## src/rtl/imem_fetch_requester.sv

```systemverilog
// imem_fetch_requester
//   Core-side initiator for the shared instruction/data memory controller.
//   Captures one request per core while idle, presents all lanes packed on
//   the controller bus, and keeps re-issuing the lanes that have not been
//   granted yet. Each grant is followed by RAM_LAT latency cycles, after
//   which read data is captured from Dq and the served lanes get a
//   one-cycle core_ready pulse. A single bus-idle cycle (GAP) follows every
//   grant.
//
//   Optional build macro: FETCH_TIMEOUT_EN
//     adds output err and aborts a WAIT phase that sees no grant for
//     TIMEOUT cycles (pending lanes get core_ready, read data unchanged).
//
// Parameters
//   ncores   number of cores/lanes (only 3 supported; bus = 8*ncores bits)
//   RAM_LAT  cycles from grant to valid Dq (1..7)
//   TIMEOUT  WAIT cycles without grant before abort (1..255, macro only)
//
// Ports
//   clk, rst              clock, synchronous active-high reset
//   core_req/core_wr      per-core request and write flag (sampled in IDLE)
//   core_addr/core_wdata  per-lane address / write data (lane i at [8i+7:8i])
//   core_ready            one-cycle completion pulse per lane
//   core_rdata            per-lane read data, held until overwritten
//   busy                  high whenever not IDLE
//   rden/wren             per-lane read/write request to the controller
//   Address/Din           packed latched lane addresses / write data
//   acq                   per-lane grant from the controller
//   Dq                    packed read data from the controller
//   err                   (FETCH_TIMEOUT_EN only) one-cycle timeout pulse
module imem_fetch_requester #(
  parameter int ncores  = 3,
  parameter int RAM_LAT = 2,
  parameter int TIMEOUT = 255
) (
  input  logic                  clk,
  input  logic                  rst,
  input  logic [ncores-1:0]     core_req,
  input  logic [ncores-1:0]     core_wr,
  input  logic [8*ncores-1:0]   core_addr,
  input  logic [8*ncores-1:0]   core_wdata,
  output logic [ncores-1:0]     core_ready,
  output logic [8*ncores-1:0]   core_rdata,
  output logic                  busy,
  output logic [ncores-1:0]     rden,
  output logic [ncores-1:0]     wren,
  output logic [8*ncores-1:0]   Address,
  output logic [8*ncores-1:0]   Din,
  input  logic [ncores-1:0]     acq,
  input  logic [8*ncores-1:0]   Dq
`ifdef FETCH_TIMEOUT_EN
  ,
  output logic                  err
`endif
);

  // One counter is shared by the LAT count and the WAIT timeout, so it is
  // sized for whichever of the two limits is larger.
  localparam int CNT_MAX = (TIMEOUT > RAM_LAT) ? TIMEOUT : RAM_LAT;
  localparam int CNT_W   = $clog2(CNT_MAX + 1);
  localparam logic [CNT_W-1:0] LAT_LAST = CNT_W'(RAM_LAT - 1);
`ifdef FETCH_TIMEOUT_EN
  localparam logic [CNT_W-1:0] TO_LAST  = CNT_W'(TIMEOUT - 1);
`endif

  typedef enum logic [1:0] {
    S_IDLE,
    S_WAIT,
    S_LAT,
    S_GAP
  } state_t;

  state_t              r_state;
  logic [ncores-1:0]   r_pend;
  logic [ncores-1:0]   r_wr;
  logic [ncores-1:0]   r_gnt;
  logic [8*ncores-1:0] r_addr;
  logic [8*ncores-1:0] r_din;
  logic [CNT_W-1:0]    r_cnt;

  logic [ncores-1:0]   w_hit;
  logic [8*ncores-1:0] w_req_mask;
  logic [8*ncores-1:0] w_cap_mask;
  logic                w_drive;

  always_comb begin
    w_req_mask = '0;
    w_cap_mask = '0;
    for (int unsigned i = 0; i < ncores; i++) begin
      w_req_mask[8*i +: 8] = {8{core_req[i]}};
      // only granted read lanes take their Dq slice
      w_cap_mask[8*i +: 8] = {8{r_gnt[i] & ~r_wr[i]}};
    end
  end

  assign w_hit   = acq & r_pend;
  assign w_drive = (r_state == S_WAIT) || (r_state == S_LAT);

  assign busy    = (r_state != S_IDLE);
  assign rden    = w_drive ? (r_pend & ~r_wr) : '0;
  assign wren    = w_drive ? (r_pend &  r_wr) : '0;
  assign Address = r_addr;
  assign Din     = r_din;

  always_ff @(posedge clk) begin
    if (rst) begin
      r_state    <= S_IDLE;
      r_pend     <= '0;
      r_wr       <= '0;
      r_gnt      <= '0;
      r_addr     <= '0;
      r_din      <= '0;
      r_cnt      <= '0;
      core_ready <= '0;
      core_rdata <= '0;
`ifdef FETCH_TIMEOUT_EN
      err        <= 1'b0;
`endif
    end else begin
      core_ready <= '0;
`ifdef FETCH_TIMEOUT_EN
      err        <= 1'b0;
`endif
      case (r_state)
        S_IDLE: begin
          if (|core_req) begin
            r_pend  <= core_req;
            r_wr    <= core_wr;
            r_addr  <= core_addr  & w_req_mask;
            r_din   <= core_wdata & w_req_mask;
            r_cnt   <= '0;
            r_state <= S_WAIT;
          end
        end
        S_WAIT: begin
          // a grant wins over a timeout expiring in the same cycle
          if (|w_hit) begin
            r_gnt   <= w_hit;
            r_cnt   <= '0;
            r_state <= S_LAT;
          end
`ifdef FETCH_TIMEOUT_EN
          else if (r_cnt == TO_LAST) begin
            core_ready <= r_pend;
            err        <= 1'b1;
            r_pend     <= '0;
            r_state    <= S_GAP;
          end else begin
            r_cnt <= r_cnt + CNT_W'(1);
          end
`endif
        end
        S_LAT: begin
          if (r_cnt == LAT_LAST) begin
            core_rdata <= (core_rdata & ~w_cap_mask) | (Dq & w_cap_mask);
            core_ready <= r_gnt;
            r_pend     <= r_pend & ~r_gnt;
            r_state    <= S_GAP;
          end else begin
            r_cnt <= r_cnt + CNT_W'(1);
          end
        end
        S_GAP: begin
          r_cnt   <= '0;
          r_state <= (|r_pend) ? S_WAIT : S_IDLE;
        end
        default: r_state <= S_IDLE;
      endcase
    end
  end

endmodule
```

## config.mk

```make
export PLATFORM = sky130hd
export DESIGN_NAME = imem_fetch_requester
export DESIGN_NICKNAME = d
export VERILOG_FILES = /design/src/rtl/imem_fetch_requester.sv
export SDC_FILE = /design/constraint.sdc
export NUM_CORES = 1
export LEC_CHECK = 0
export CAP_MARGIN = 20
export CELL_PAD_IN_SITES_DETAIL_PLACEMENT = 1
export CELL_PAD_IN_SITES_GLOBAL_PLACEMENT = 1
export CORE_UTILIZATION = 28
export CTS_BUF_LIST = sky130_fd_sc_hd__clkbuf_2 sky130_fd_sc_hd__clkbuf_4 sky130_fd_sc_hd__clkbuf_8
export CTS_CLUSTER_SIZE = 20
export DETAILED_ROUTE_END_ITERATION = 12
export PLACE_DENSITY = 0.78
export SETUP_SLACK_MARGIN = 0.1
export SKIP_CTS_REPAIR_TIMING = 1
export SLEW_MARGIN = 15
export SYNTH_ARGS = -nofsm -noshare
export SYNTH_HDL_FRONTEND = slang
export SYNTH_SLANG_ARGS = --single-unit
```

## constraint.sdc

```tcl
create_clock -name clk -period 1.6 [get_ports clk]
set_clock_uncertainty 0.15 [all_clocks]
set_input_delay 0.48 -clock clk [delete_from_list [all_inputs] [get_ports clk]]
set_output_delay 0.48 -clock clk [all_outputs]
set_load 0.02 [all_outputs]
```

# Word level (Yosys, flattened, before mapping)

Index checks and enable logic that the tools add are counted.
W data, S select, Z words.

Add/sub/neg operators: 1
Equality and inequality tests: 8
Mux-type cells: 14
Bitwise operators: 20
Reductions and logical operators: 14

Operators with widths:

| cell                  | number |
|---|---|
| $and A24 B24 Y24      | 4 |
| $pmux W8 S4           | 1 |
| $mux W8               | 3 |
| $not A24 Y24          | 1 |
| $or A24 B24 Y24       | 1 |
| $and A3 B3 Y3         | 4 |
| $mux W3               | 4 |
| $reduce_or A3 Y1      | 4 |
| $reduce_and A3 Y1     | 3 |
| $add A8 B1 Y8 const B | 1 |
| $eq A8 B1 Y1 const B  | 1 |
| $pmux W2 S4           | 1 |
| $mux W2               | 3 |
| $not A3 Y3            | 2 |
| $pmux W3 S2           | 1 |
| $reduce_and A2 Y1     | 3 |
| $not A1 Y1            | 5 |
| $eq A2 B2 Y1 const B  | 2 |
| $ne A2 B1 Y1 const B  | 2 |
| $ne A2 B2 Y1 const B  | 2 |
| $reduce_bool A2 Y1    | 2 |
| $and A1 B1 Y1         | 3 |
| $eq A2 B1 Y1 const B  | 1 |
| $logic_not A2 Y1      | 1 |
| 2 further kinds       | 2 |

Flip-flop bits (word level): 94
Input bits: 83
Output and inout bits: 82
Word-level logic and storage cells: 66

# Longest topological paths before layout

Depth after elaboration: 5
Depth in mapped cells: 7
Gate-level depth less buffers: 6

# Worst setup path after synthesis

Ideal clock, no wire load.

Path kind: reg-to-output
From: register r_state[0]
To: output rden[2]
Arrival: 1144 ps
Data required time: 970 ps
Slack: -174 ps
Cell stages (with the launch flop): 5
Buffers on the path: 0
Cell sequence: dfxtp_1 -> inv_1 -> ha_1 -> nand2_1 -> nor2_1

Word-level cells in the longest chain between the ends: 3
Elaborated cells between the ends (all ways): 4
Classes of those cells: eq/ne (2); mux (1); reduce/logical (1)

RTL lines:

| item                                         | RTL line | RTL |
|---|---|---|
| start: declaration                           | 73       | `state_t r_state;` |
| start signal: assignment                     | 165      | `r_state <= (\|r_pend) ? S_WAIT : S_IDLE;` |
| $eq A2 B1 Y1 or $eq A2 B2 Y1 (tied branches) | 97       | `assign w_drive = (r_state == S_WAIT) \|\| (r_state == S_LAT);` |
| $logic_or A1 B1 Y1 (*)                       | 97       |  |
| $mux W3 (*)                                  | 100      | `assign rden = w_drive ? (r_pend & ~r_wr) : '0;` |
| end: declaration                             | 45       | `output logic [ncores-1:0] rden,` |

Every way passes the cells marked *; elsewhere a longest branch is shown, timed or not.

# Worst setup path after layout

From: register r_state[0]
To: output wren[1]

Word-level cells in the longest chain between the ends: 3
Elaborated cells between the ends (all ways): 4
Classes of those cells: eq/ne (2); mux (1); reduce/logical (1)

RTL lines:

| item                                         | RTL line | RTL |
|---|---|---|
| $eq A2 B1 Y1 or $eq A2 B2 Y1 (tied branches) | 97       |  |
| $logic_or A1 B1 Y1 (*)                       | 97       |  |
| $mux W3 (*)                                  | 101      | `assign wren = w_drive ? (r_pend & r_wr) : '0;` |
| end: declaration                             | 46       | `output logic [ncores-1:0] wren,` |

Marked as above.

==> out/results.tsv <==
metric	value	unit
drive_above_1_share	60.5	%
maxCapViolCount	0	
cts_tree	done	
irDropWorstVdd	0.827	mV
dp_hpwl	9480	um
regToRegStartpoint	r_pend[1]$_SDFFE_PP0P_	
grt_pass1_wl	19500	um
synth_area_leaders	dfxtp_1, a22oi_1, nor2_1, mux2i_1, ha_1	
dieWidth	117	um
ios	165	
syn_inst	383	
yosysTopAreaCell	dfxtp_1	
die_area	13600	um^2
cts_buffers	9	
hold_class	primary input to register	
synth.top_cell.area_share	51.2	%
synth_edf_count	0	
wl_per_cell	19.5	um
p_int	5710	uW
drcViolationCount	0	
cts_max_path_buffers	2	
ys_seq_area_share	51.2	%
multi_input_area	2210	um^2
root_buffer	clkbuf_8	
diodes	0	
grt.total_usage	18.8	%
routed_wl	15500	um
clockPowerShare	16.8	%
numPortBuffers	164	
hold_depth	3	
fin_ws	-0.481	ns
cts-htree-levels	3	
wl_met1	5910	um
ant_nets	0	
worstReg2RegEnd	r_cnt[5]$_SDFFE_PP0P_	
syn_area	3670	um^2
power.switching	3380	uW
status	finished with violations	
critPathMaxFanout	7	
start_util	28.9	%
vias_per_cell	5.00	
coreArea	12700	um^2
cts_sinks	94	
synth-seq-cells	94	
hold_path_end	r_gnt[0]$_SDFFE_PP0P_	
antenna_found_initial	0	
finalSetupViolCount	74	
power_frac_seq	33.0	%
via_count	3963	
die_y	117	um
synth.distinct_cells	42	
finalHoldViolations	0	
core.rowCount	41	
end_kind	output pin	
p_per_area	1270	nW/um^2
syn_avg_cell_area	9.59	um^2
r2r_cells	8	
yosysMostFrequentCell	dfxtp_1	
slew_headroom	68.5	%
ys.flop_type	dfxtp_1	
rsz0062_at_grt	yes	
clkLatencyLatePin	0.38	ns
hold_start	acq[0]	
syn_nets	473	
startpoint_type	register	
fin_crit	2.08	ns
regArea	1990	um^2
synth_commonest_cells	dfxtp_1, nor2_1, a22oi_1	
yosys_warnings	0	
wl_met2	8220	um
top_layer	met4	
critPathKind	register to output pin	
drtIter0Drc	128	
grt_max_degree	28	
combPwrFrac	50.2	%
gp_congestion	0.789	
wl_met3	975	um
power.leakage	0.00303	uW
gr-total-overflow	0	
power.total	9080	uW
synth_async_sr_flop_share	0	%
clkTransAtPathRegs	0.09	ns
dp_slack	-0.618	ns
max_freq	480	MHz
area_growth	94.8	%
cp.arrival	1.45	ns
violations	setup timing	
nNetsFinal	706	
grt_pass1_vias	3913	
fillers	1385	
switching_share	37.2	%
worst_pin_slew	0.468	ns
worstPathRequired	0.97	ns
r2r_slack	-0.39	ns
drtPass1Iterations	4	
period_share	130	%
maxSlewViolCount	0	
==> worst max-delay path by stage <==
| stage | slack (ns) | depth (start not counted) | endpoint | from |
|---|---|---|---|---|
| after global placement | -0.60 | 7 | r_cnt[6]$_SDFFE_PP0P_ | acq[0] |
| after detailed placement | -0.62 | 6 | r_cnt[5]$_SDFFE_PP0P_ | core_req[2] |
| after CTS | -0.96 | 4 | wren[0] | r_state[0]$_SDFFE_PP0P_ |
| after global routing | -0.52 | 4 | wren[1] | r_state[0]$_SDFFE_PP0P_ |
| after floorplan | -0.13 | 5 | register | r_cnt[0]$_SDFFE_PP0P_ |
| final | -0.48 | 4 | wren[1] | r_state[0]$_SDFFE_PP0P_ |
==> power by group through the flow <==
| stage | sequential (uW) | clock (uW) | combinational [uW] |
|---|---|---|---|
| 2_1_floorplan | 3140 | 0 | 1450 |
| 4_1_cts | 2860 | 1570 | 3240 |
| 3_3_place_gp | 2890 | 0 | 3140 |
| 5_1_grt | 3030 | 1650 | 4780 |
| 3_5_place_dp | 2910 | 0 | 3210 |
| 6_report | 3000 | 1520 | 4560 |
==> placed cells by master, fill, tap and decap left out, types with 4 or more instances in the layout <==
cell type / instances
ha_4: 4
o21ai_2: 7
a22oi_2: 49
clkdlybuf4s50_1: 75
dfxtp_1: 12
a21oi_1: 5
nor2_4: 4
dlymetal6s2s_1: 6
nor2_1: 83
buf_6: 95
clkbuf_8: 10
nand2_1: 6
buf_4: 61
buf_12: 7
nor2b_1: 4
dfxtp_2: 79
mux2i_1: 26
and2_1: 5
==> critical path, stage by stage (launching register included) <==
cell and delay, ns:
dfxtp_2 0.36, inv_2 0.06, ha_4 0.33, and3_4 0.20
buf_6 0.11
==> final cells by class <==
class,instances,share of cell area (%)
Sequential cell,94,27.8
Clock buffer,12,2.13
Tap cell,172,3.01
Timing Repair Buffer,247,35.3
Clock inverter,4,0.420
Inverter,7,0.402
Multi-Input combinational cell,257,30.9
==> cells by family after synthesis <==
group                    synth area share [%]
AND/OR/NAND/NOR                          18.4
flip-flops                               51.2
AO/OA/AOI/OAI                            17.1
buffers and inverters                    3.54
multiplexers                             7.36
adder cells (fa/ha/maj)                  2.38
==> metrics by stage <==
| stage | utilization (%) | hold slack [ns] | TNS (ns) | cells | instance area (um^2) |
|---|---|---|---|---|---|
| detailed placement | 47.3 | 0.337 | -39.29 | 744 | 6010 |
| floorplan | - | 0.318 | -3.67 | 383 | 3890 |
| finish | 56.3 | 0.329 | -12.40 | 793 | 7160 |
| global route | 56.3 | 0.322 | -17.10 | 793 | 7160 |
| global placement | 47.3 | 0.323 | -35.41 | 744 | 6010 |
| CTS | 48.7 | 0.311 | -47.01 | 760 | 6200 |
==> metal layers <==
layer  vias to the layer above  global-route usage [%]
met5                         -                       0
met3                        33                    6.75
met1                      1975                    20.3
met4                         0                    5.91
li1                       1820                       -
met2                       135                    34.3
Power figures use the tool's default switching activity.
